File: src/rtl/prime_collector.sv
// prime_collector
//   Consumer for the prime generator. Each accepted start requests a batch
//   of `count` primes, one go/ready handshake at a time. Every prime
//   reported on gen_ready is buffered in a small first-word-fall-through
//   FIFO, which is drained on a valid/ready stream. The generator keeps its
//   own position, so consecutive batches continue the prime sequence.
//
// Parameters
//   WIDTH_LOG  log2 of the prime width   (WIDTH = 1 << WIDTH_LOG)
//   DEPTH_LOG  log2 of the FIFO depth    (DEPTH = 1 << DEPTH_LOG)
//
// Ports
//   clk, rst_n     clock (rising edge) and asynchronous active-low reset
//   start, count   batch request; count is latched when start is accepted
//   gen_go         single-cycle go pulse to the generator
//   gen_ready      generator ready / result valid
//   gen_error      generator error, qualified by gen_ready
//   gen_res        generator result
//   out_valid      FIFO non-empty
//   out_ready      consumer accepts the head entry
//   out_data       FIFO head; holds the last popped value while empty
//   busy           batch in progress
//   done           batch complete; held until the next accepted start
//   error          sticky generator error; left only through reset
//   checksum       running XOR of pushed primes for the current batch
//
// Build option
//   PRIME_COLLECTOR_CHECKSUM_EN  when defined, checksum accumulates the XOR
//   of every pushed prime (cleared on reset and on each accepted start);
//   when undefined, checksum is tied to 0 and no accumulator exists.

module prime_collector #(
  parameter int WIDTH_LOG = 4,
  parameter int DEPTH_LOG = 2
) (
  input  logic                      clk,
  input  logic                      rst_n,
  input  logic                      start,
  input  logic [7:0]                count,
  output logic                      gen_go,
  input  logic                      gen_ready,
  input  logic                      gen_error,
  input  logic [(1<<WIDTH_LOG)-1:0] gen_res,
  output logic                      out_valid,
  input  logic                      out_ready,
  output logic [(1<<WIDTH_LOG)-1:0] out_data,
  output logic                      busy,
  output logic                      done,
  output logic                      error,
  output logic [(1<<WIDTH_LOG)-1:0] checksum
);

  localparam int WIDTH = 1 << WIDTH_LOG;
  localparam logic [DEPTH_LOG-1:0] PTR_ONE = DEPTH_LOG'(1);
  localparam logic [DEPTH_LOG:0]   OCC_ONE = (DEPTH_LOG+1)'(1);

  typedef enum logic [2:0] {
    S_IDLE,
    S_ISSUE,
    S_DLY,
    S_WAIT,
    S_DONE,
    S_ERR
  } state_t;

  state_t               state, state_next;
  logic [7:0]           remaining, remaining_next;
  logic                 push, pop, full;

  logic [WIDTH-1:0]     mem [1<<DEPTH_LOG];
  logic [DEPTH_LOG-1:0] wr_ptr, rd_ptr;
  logic [DEPTH_LOG:0]   occupancy;
  logic [WIDTH-1:0]     last_data;

  // Occupancy can only reach DEPTH (a lone MSB) when the FIFO is full.
  assign full      = occupancy[DEPTH_LOG];
  assign out_valid = (occupancy != '0);
  assign pop       = out_valid && out_ready;
  // Empty FIFO presents the last popped value (0 after reset).
  assign out_data  = out_valid ? mem[rd_ptr] : last_data;

  assign busy  = (state == S_ISSUE) || (state == S_DLY) || (state == S_WAIT);
  assign done  = (state == S_DONE);
  assign error = (state == S_ERR);

  always_ff @(posedge clk or negedge rst_n) begin
    if (!rst_n) begin
      state     <= S_IDLE;
      remaining <= '0;
    end else begin
      state     <= state_next;
      remaining <= remaining_next;
    end
  end

  always_comb begin
    state_next     = state;
    remaining_next = remaining;
    gen_go         = 1'b0;
    push           = 1'b0;
    case (state)
      S_IDLE, S_DONE: begin
        if (start) begin
          remaining_next = count;
          state_next     = (count == 8'd0) ? S_DONE : S_ISSUE;
        end
      end
      S_ISSUE: begin
        // Only one request is ever outstanding, so a free slot here
        // guarantees room for the result.
        if (!full && gen_ready) begin
          gen_go     = 1'b1;
          state_next = S_DLY;
        end
      end
      S_DLY: begin
        // gen_ready is still the stale pre-go value this cycle.
        state_next = S_WAIT;
      end
      S_WAIT: begin
        if (gen_ready) begin
          if (gen_error) begin
            state_next = S_ERR;
          end else begin
            push           = 1'b1;
            remaining_next = remaining - 8'd1;
            state_next     = (remaining == 8'd1) ? S_DONE : S_ISSUE;
          end
        end
      end
      S_ERR: begin
        state_next = S_ERR;
      end
      default: begin
        state_next = S_IDLE;
      end
    endcase
  end

  // Storage array carries no reset; entries are only read while valid.
  always_ff @(posedge clk) begin
    if (push) begin
      mem[wr_ptr] <= gen_res;
    end
  end

  always_ff @(posedge clk or negedge rst_n) begin
    if (!rst_n) begin
      wr_ptr    <= '0;
      rd_ptr    <= '0;
      occupancy <= '0;
      last_data <= '0;
    end else begin
      if (push) begin
        wr_ptr <= wr_ptr + PTR_ONE;
      end
      if (pop) begin
        rd_ptr    <= rd_ptr + PTR_ONE;
        last_data <= mem[rd_ptr];
      end
      case ({push, pop})
        2'b10:   occupancy <= occupancy + OCC_ONE;
        2'b01:   occupancy <= occupancy - OCC_ONE;
        default: occupancy <= occupancy;
      endcase
    end
  end

`ifdef PRIME_COLLECTOR_CHECKSUM_EN
  logic             start_accepted;
  logic [WIDTH-1:0] checksum_q;

  assign start_accepted = start && ((state == S_IDLE) || (state == S_DONE));

  always_ff @(posedge clk or negedge rst_n) begin
    if (!rst_n) begin
      checksum_q <= '0;
    end else if (start_accepted) begin
      checksum_q <= '0;
    end else if (push) begin
      checksum_q <= checksum_q ^ gen_res;
    end
  end

  assign checksum = checksum_q;
`else
  assign checksum = '0;
`endif

endmodule

File: config.mk
export PLATFORM = sky130hd
export DESIGN_NAME = prime_collector
export DESIGN_NICKNAME = d
export VERILOG_FILES = /design/src/rtl/prime_collector.sv
export SDC_FILE = /design/constraint.sdc
export NUM_CORES = 1
export LEC_CHECK = 0
export CORE_AREA = 2 2 137 139
export CTS_BUF_LIST = sky130_fd_sc_hd__clkbuf_16
export DETAILED_ROUTE_END_ITERATION = 6
export DIE_AREA = 0 0 139 141
export PLACE_DENSITY_LB_ADDON = 0.25
export SETUP_SLACK_MARGIN = 0.02
export SYNTH_ARGS = -nofsm -noshare
export SYNTH_HDL_FRONTEND = slang
export SYNTH_SLANG_ARGS = --single-unit
File: constraint.sdc
create_clock -name clk -period 5.3 [get_ports clk]
set_input_delay 0.53 -clock clk [delete_from_list [all_inputs] [get_ports clk]]
set_output_delay 0.53 -clock clk [all_outputs]
set_load 0.02 [all_outputs]
Word level (Yosys, flattened, before mapping)
Memory sizes are Yosys's and may differ from the RTL's.
Cells that the tools add are included.
Storage, ports and cells
  input port bits: 30
  register bits after elaboration: 34
  output and inout port bits: 37
  memory bits (writable): 64
  memories kept: 1
  word-level logic and storage cells: 57
Memory list
  mem: depth 4, bits a word 16, read ports 1, clocked after memory_dff 0, wr ports 1, line 70  | logic [WIDTH-1:0] mem [1<<DEPTH_LOG];
Cells by class
  reductions and logical operators: 13
  equal/unequal tests: 12
  $add $sub $neg: 5
  mux-type cells: 20
Operators by type and width (count)
  $mux 8: 3
  $mux 3: 6
  $mux 16: 1
  $pmux 8 s2: 1
  $pmux 3 s5: 1
  $eq 8x1->1 const B: 1
  $logic_not 8->1: 1
  $sub 8x1->8 const B: 1
  $mux 1: 7
  $eq 3x2->1 const B: 2
  $eq 3x3->1 const B: 2
  $ne 2x2->1 const B: 3
  $pmux 3 s2: 1
  $add 2x1->2 const B: 2
  $reduce_and 4->1: 1
  $reduce_bool 2->1: 2
  $add 3x1->3 const B: 1
  $eq 3x1->1 const B: 1
  $logic_not 3->1: 1
  $reduce_and 3->1: 1
  $reduce_bool 3->1: 1
  $sub 3x1->3 const B: 1
  $eq 2x1->1 const B: 1
  $eq 2x2->1 const B: 1
  5 further kinds: 7

Depth between registers and ports, before layout
Gate-level depths: netlist (run 1).
  depth in word-level cells: 5
  mapped depth: 11
  mapped depth without buffers: 9

Worst setup path after synthesis (run 1)
OpenSTA, ideal clock, no wires.
  path kind: register to output
  start point: register rd_ptr[0]
  end point: output port out_data[10]
  path buffers: 2
  cell stages (with the launch flop): 5
  slack: 3134 ps
  data required time: 4770 ps
  data arrival time: 1636 ps
  cells stage by stage: dfrtp_1 > buf_2 > buf_4 > mux4_2 > mux2_2
On the way
  longest elaborated chain between the ends: 2
RTL lines
  start: declaration: line 71  | logic [DEPTH_LOG-1:0] wr_ptr, rd_ptr;
  start signal: assignment: line 158  | rd_ptr <= rd_ptr + PTR_ONE;
  $mem_v2 4x16
  $mux 16: line 80  | assign out_data = out_valid ? mem[rd_ptr] : last_data;
  end: declaration: line 46  | output logic [(1<<WIDTH_LOG)-1:0] out_data,
Every way passes these cells.

Worst setup path in the final report (run 1)
Same ends and word-level chain as after synthesis.

==> run summary, run 1 <==
minimum clock period after layout = 3158 ps
placed instance area = 5075 µm²
CP required = 4770 ps
Clock Tree Buf Depth = 2
average wire per cell in the routed design = 16.14 µm
critical path arrival = 2630 ps
global-route wire length before repair = 14.66 mm
basic-gate share of the synthesized area counting and, or, nand and nor cells = 6.218%
power density cells = 545.4 nW/µm²
Clock Power Share = 23.3%
Final Hold Violating Endpoints = 0
insertion delay to the later sink of the worst-skew pair = 350 ps
Worst setup SP type = flip-flop
net switching fraction of the power = 33.96%
placed instance count = 559
count of state elements after synthesis = 98
WL final = 9.280 mm
total global-route track usage = 9.940%
proportion of register bits with asynchronous set or reset after synthesis = 34.69%
remaining max-slew budget at the tightest pin = 38.01%
area growth from synthesis to layout = 21.71%
Initial Util = 24.23%
final non-filler cell total = 575
number of standard cells after synthesis = 288
number of filler instances in the final layout = 1860
TritonCTS Buffers = 9
Remaining Overflow, GRT = 0
number of optimization iterations in the first detailed-route pass = 4
skew final = 8.453 ps
RSZ-0062 raised after global routing = false
startpoint of the worst-slack reg-to-reg timing path = occupancy[2]
dominant register cell in the synthesized netlist = edfxtp_1
Worst Setup End Kind = primary output
width of the die = 139 µm
Peak Freq = 316.7 MHz
met1 Resource Use GR = 12.54%
row count = 50
clock tree from TritonCTS = yes
DR iter-0 viols = 90
area of the mapped netlist = 4427 µm²
Nets = 374
number of buffers inserted for hold repair after clock tree synthesis = 0
setup slack of the worst register-to-register path = 2740 ps
post-route standard cell area excluding fillers = 5388 µm²
share of the core filled with cells in the final layout = 29.49%
count of cells along the worst register-to-register path = 9
PostCTS Resize Cnt = 0
largest delay contributor family on the critical path = buffers and inverters
fraction of final layout cells with drive strength greater than 1 = 19.65%
power after layout = 0.002939 W
worst reg2reg endpoint = occupancy[2]
compound-gate portion of the synthesized area = 4.409%
combinational fraction of design power = 39.1%
worst slew pin tran = 929.9 ps
post-synthesis share of cell area spent on full adders, half adders and majority gates = 2.431%
placed wire-length estimate after detailed placement = 5.944 mm
Netlist cell types = 43
post-CTS setup buffer count = 0
routed vias/inst = 4.280
final setup fails = 0
aggregate negative setup slack = 0 ps
met2 Usage GRT = 16.41%
delay contributed by the slowest stage of the critical path = 560 ps
highest net fanout along the worst path = 15
average footprint of a synthesized cell = 15.37 µm²
max_cap viols = 0
buffers added on ports = 50
M3 GR Usage = 3.159%
status = finished, final reports clean
list of most frequent post-synthesis cells = edfxtp_1, dfrtp_1, mux2_2
Internal = 0.001941 W
dominant combinational cell family by area after synthesis = multiplexers
final slew viol count = 0
number of vias after detailed routing = 2461
via count of the first global-routing pass = 2561
count of yosys warnings during synthesis = 0
cell type with the largest total area after synthesis = edfxtp_1
largest net degree at the start of global routing = 35
total clock sinks = 98
Flop pwr share = 37.7%
Chip Height = 141 µm
critical path, cell by cell = buf_4 > mux4_2 > mux2_2 > clkdlybuf4s50_1
Static Leakage = 1.949 nW
number of antenna cells inserted = 0
IO Pins = 67
count of flip-flops with a built-in enable after synthesis = 64
antenna violations before repair = 0
Clock Tree Root = clkbuf_16
net switching component of the power = 0.0009980 W
main area contributors after synthesis = edfxtp_1, dfrtp_1, mux4_2
fraction of the yosys area taken by sequential cells = 62.63%
cell with the largest stage delay on the worst path = mux4_2
xor and xnor fraction of the mapped netlist area = 1.187%
die area = 19600 µm²
most congested layer reported by global routing = met2
clock transition at the registers of the reported paths = 70 ps
Final GP Congestion = 0.7116
standard cell core area = 18270 µm²
peak supply drop = 0.0002359 V
post-route fraction of the period consumed by the critical path = 59.58%
residual DRC count = 0
Worst Hold Class = in -> async
Antenna Nets Post-Route = 0
area share of the largest cell type after synthesis = 43.41%
most common cell in the netlist = edfxtp_1
H-Tree Level Count = 3
mux share of post-synthesis cell area = 17.33%
worst path bufs/invs = 2
type of the worst setup path = reg -> out
[layer usage]
metal / wire length, µm / vias up / part of all wire [%]
li1: - / 1136 / -
met1: 4112 / 1247 / 44
met2: 4576 / 69 / 49
met3: 468 / 9 / 5.0
met4: 122 / 0 / 1.3
met5: 0 / - / 0
[power by group through the flow]
stage / clock network (W) / registers, W / logic, W
detailed placement: 0 / 0.00112 / 0.00117
floorplan: 0 / 0.00104 / 0.000865
global route: 0.000737 / 0.00113 / 0.00126
CTS: 0.000707 / 0.00111 / 0.00117
global placement: 0 / 0.00112 / 0.00115
finish: 0.000683 / 0.00111 / 0.00115
[registers in the layout, indices dropped and copies added (netlist names)]
signal / flops
mem: 64
last_data: 16
remaining: 8
occupancy: 3
state: 3
rd_ptr: 2
wr_ptr: 2
[layout by cell type, fill, tap and decap left out, types with 2 or more instances in the layout]
cell             synthesis  routed
a21oi_1                  6       6
a22oi_1                  2       2
a2bb2oi_1                2       2
and2_1                   6       6
buf_4                   17       2
clkbuf_16                0       9
clkdlybuf4s50_1          0      49
clkinv_4                 0       2
conb_1                   1      16
dfrtp_1                 34      34
edfxtp_1                64      64
ha_1                     7       7
inv_1                   11      11
mux2_2                  25      25
mux2_4                   7       7
mux2i_1                  2       2
mux4_2                  16      16
nand2_1                  8       8
nand2b_1                 6       6
nand3_1                  4       4
nand3b_1                 2       2
nor2_1                  14      14
nor3_1                   3       3
nor4_1                   4       4
o211ai_1                 2       2
o21ai_0                 12      12
or3_1                    2       2
xnor2_1                  3       3
xor2_1                   3       3
[cell families after synthesis]
| family | after synthesis |
|---|---|
| compound gates | 31 |
| other cells | 1 |
| flops | 98 |
| simple gates | 53 |
| mux | 50 |
| buf+inv | 41 |
| fa+ha+maj | 8 |
| xor+xnor | 6 |
[how the worst max path moves through the flow]
stage,end,startpoint,cells past startpoint,slack (ps)
after detailed placement,mem[1][6],gen_ready,4,2440
after floorplan,out_data[10],rd_ptr[0],4,3130
after global routing,out_data[10],rd_ptr[0],4,2030
final,out_data[10],rd_ptr[0],4,2140
after global placement,mem[1][6],gen_ready,4,2480
after CTS,out_data[10],rd_ptr[0],4,2110
[cell type report]
cell class,instances,area (µm²),area share [%]
Timing Repair Buffer,52,510.5,9.475
Multi-Input combinational cell,164,1458,27.06
Clock buffer,9,225.2,4.180
Sequential cell,98,2773,51.46
Inverter,11,41.29,0.7664
Clock inverter,7,87.58,1.626
Tap cell,234,292.8,5.434
[metrics by stage]
step           worst slack [ps]  hold WS (ps)
6_report                   2142         322.0
5_1_grt                    2032         399.3
4_1_cts                    2107         356.2
3_5_place_dp               2438         489.0
3_3_place_gp               2479         485.8
2_1_floorplan              3134         234.4
(Power assumes the default switching activity.)
==> inputs of run 2 (changes only) <==
==> constraint.sdc (replaced) <==
create_clock -name clk -period 3.2 [get_ports clk]
set_input_delay 0.32 -clock clk [delete_from_list [all_inputs] [get_ports clk]]
set_output_delay 0.32 -clock clk [all_outputs]
set_load 0.02 [all_outputs]
==> run 2 against run 1 <==
  * Cell count grew 1.0%
  * Critical path depth unchanged
  * Sequential share of layout area decreased by 0.38 points
  * Sequential cell count unchanged
  * Clock skew fell by 2.8 ps
  * Setup slack got worse by 1700 ps
  * Combinational power rose by 71%
  * Register-to-register slack worse by 1900 ps
  * Largest cell class unchanged
  * Largest power group unchanged
==> run summary, run 2 (same netlist as run 1, synthesis figures left out) <==
status = finished, final reports clean
placed instance count = 565 (+1.1%)
type of the worst setup path = reg -> out
Top reg by flops = mem
commonest cells after routing, fill and taps aside = edfxtp_1, clkdlybuf4s50_1, dfrtp_1
die area = 19600 µm² (unchanged)
post-route fraction of the period consumed by the critical path = 86.33%
row count = 50 (unchanged)
flip-flop count of the largest register after layout = 64 (unchanged)
Largest regs = mem x64, last_data x16, remaining x8
Clock Tree Root = clkbuf_16
total global-route track usage = 9.988% (+0.047 points)
Initial Util = 24.23% (unchanged)
setup slack of the worst register-to-register path = 820 ps (-1920 ps)
WL final = 9.230 mm (-0.54%)
final slew viol count = 0 (unchanged)
clock tree from TritonCTS = yes
largest net degree at the start of global routing = 35 (unchanged)
CP required = 2880 ps (-1890 ps)
Final Hold Violating Endpoints = 0 (unchanged)
width of the die = 139 µm (unchanged)
minimum clock period after layout = 2762 ps
residual DRC count = 0 (unchanged)
area growth from synthesis to layout = 22.61%
post-CTS setup buffer count = 0 (unchanged)
Static Leakage = 1.977 nW (+1.4%)
aggregate negative setup slack = 0 ps (unchanged)
fraction of final layout cells with drive strength greater than 1 = 20.75% (+1.1 points)
number of buffers inserted for hold repair after clock tree synthesis = 0 (unchanged)
Peak Freq = 362.0 MHz
Worst Hold Class = in -> async
remaining max-slew budget at the tightest pin = 39.75% (+1.7 points)
Clock Tree Buf Depth = 2 (unchanged)
via count of the first global-routing pass = 2569 (+0.31%)
Worst Setup End Kind = primary output
peak supply drop = 0.0005505 V (+130%)
Antenna Nets Post-Route = 0 (unchanged)
share of the core filled with cells in the final layout = 29.71% (+0.22 points)
final non-filler cell total = 581 (+1.0%)
highest net fanout along the worst path = 18 (+3)
Remaining Overflow, GRT = 0 (unchanged)
placed wire-length estimate after detailed placement = 6.021 mm (+1.3%)
insertion delay to the later sink of the worst-skew pair = 350 ps (about the same)
start point of the critical path = rd_ptr[0]
DR iter-0 viols = 116 (+29%)
antenna violations before repair = 0 (unchanged)
number of vias after detailed routing = 2487 (+1.1%)
leading cell type in the layout, fill and taps excluded = edfxtp_1
Nets = 380 (+1.6%)
Final GP Congestion = 0.7234 (+1.7%)
power density cells = 892.4 nW/µm² (+64%)
routed vias/inst = 4.281 (about the same)
Chip Height = 141 µm (unchanged)
RSZ-0062 raised after global routing = false
PostCTS Resize Cnt = 0 (unchanged)
clock transition at the registers of the reported paths = 70 ps (about the same)
Worst setup SP type = flip-flop
global-route wire length before repair = 14.86 mm (+1.4%)
standard cell core area = 18270 µm² (unchanged)
TritonCTS Buffers = 9 (unchanged)
H-Tree Level Count = 3 (unchanged)
final setup fails = 0 (unchanged)
average wire per cell in the routed design = 15.89 µm (-1.6%)
skew final = 5.679 ps (-2.774 ps)
number of optimization iterations in the first detailed-route pass = 4 (unchanged)
IO Pins = 67 (unchanged)
total clock sinks = 98 (unchanged)
worst slew pin tran = 903.7 ps (-26.15 ps)
startpoint of the worst-slack reg-to-reg timing path = occupancy[2]
number of antenna cells inserted = 0 (unchanged)
critical path arrival = 2440 ps (-190 ps)
buffers added on ports = 50 (unchanged)
max_cap viols = 0 (unchanged)
-- run 2: routing by layer --
layer  wire length, µm  GRT usage, %  up-vias  part of all wire, %
met5                 0             0        -                    0
met4               112         2.871        0                  1.2
met3               473         3.533        9                  5.1
met2              4391         16.18       73                   48
met1              4253         12.71     1259                   46
li1                  -             -     1146                    -
-- run 2: critical path, stage by stage, from the launching register on --
cell and delay, ps:
dfrtp_1 320, buf_4 340, mux4_2 560, mux2_2 310, clkdlybuf4s50_1 550
-- run 2: report_power, final --
part           internal, W  switching, W
sequential         0.00160      0.000190
combinational      0.00102      0.000956
clock             0.000604      0.000471
-- run 2: metrics by stage --
step / worst slack (ps) / power, W / instance area (µm²) / hold slack [ps]
finish: 437.5 / 0.004844 / 5428 / 100.3
floorplan: 1039 / 0.003160 / 4483 / 24.41
global route: 308.8 / 0.005160 / 5428 / 180.0
CTS: 369.4 / 0.004932 / 5428 / 146.6
global placement: 754.4 / 0.003806 / 5132 / 485.2
detailed placement: 721.9 / 0.003827 / 5132 / 488.0
-- run 2: area by class of cell --
type | instances | area (µm²)
inverters | 11 | 41.29
repair buffers | 58 | 568.0
clock inverters | 7 | 70.07
clock buffers | 9 | 225.2
fillers | 1822 | 12840
flip-flops and latches | 98 | 2773
well taps | 234 | 292.8
multi-input cells | 164 | 1458
-- run 2: final timing paths --
kind,end,cells past startpoint
setup reg to reg,occupancy[2],9
hold reg to reg,occupancy[0],1
setup / recovery,out_data[11],4
min in group clk,occupancy[0],1
max in group asynchronous,last_data[7],1
hold / removal,remaining[5],1
==> inputs of run 3 (changes only) <==
--- a/config.mk
+++ b/config.mk
@@ -5,6 +5,7 @@
 export SDC_FILE = /design/constraint.sdc
 export NUM_CORES = 1
 export LEC_CHECK = 0
+export ABC_CLOCK_PERIOD_IN_PS = 3200
 export CORE_AREA = 2 2 137 139
 export CTS_BUF_LIST = sky130_fd_sc_hd__clkbuf_16
 export DETAILED_ROUTE_END_ITERATION = 6
==> results of run 3 <==
No change in the layout: final DEF, timing and power equal those of run 2.
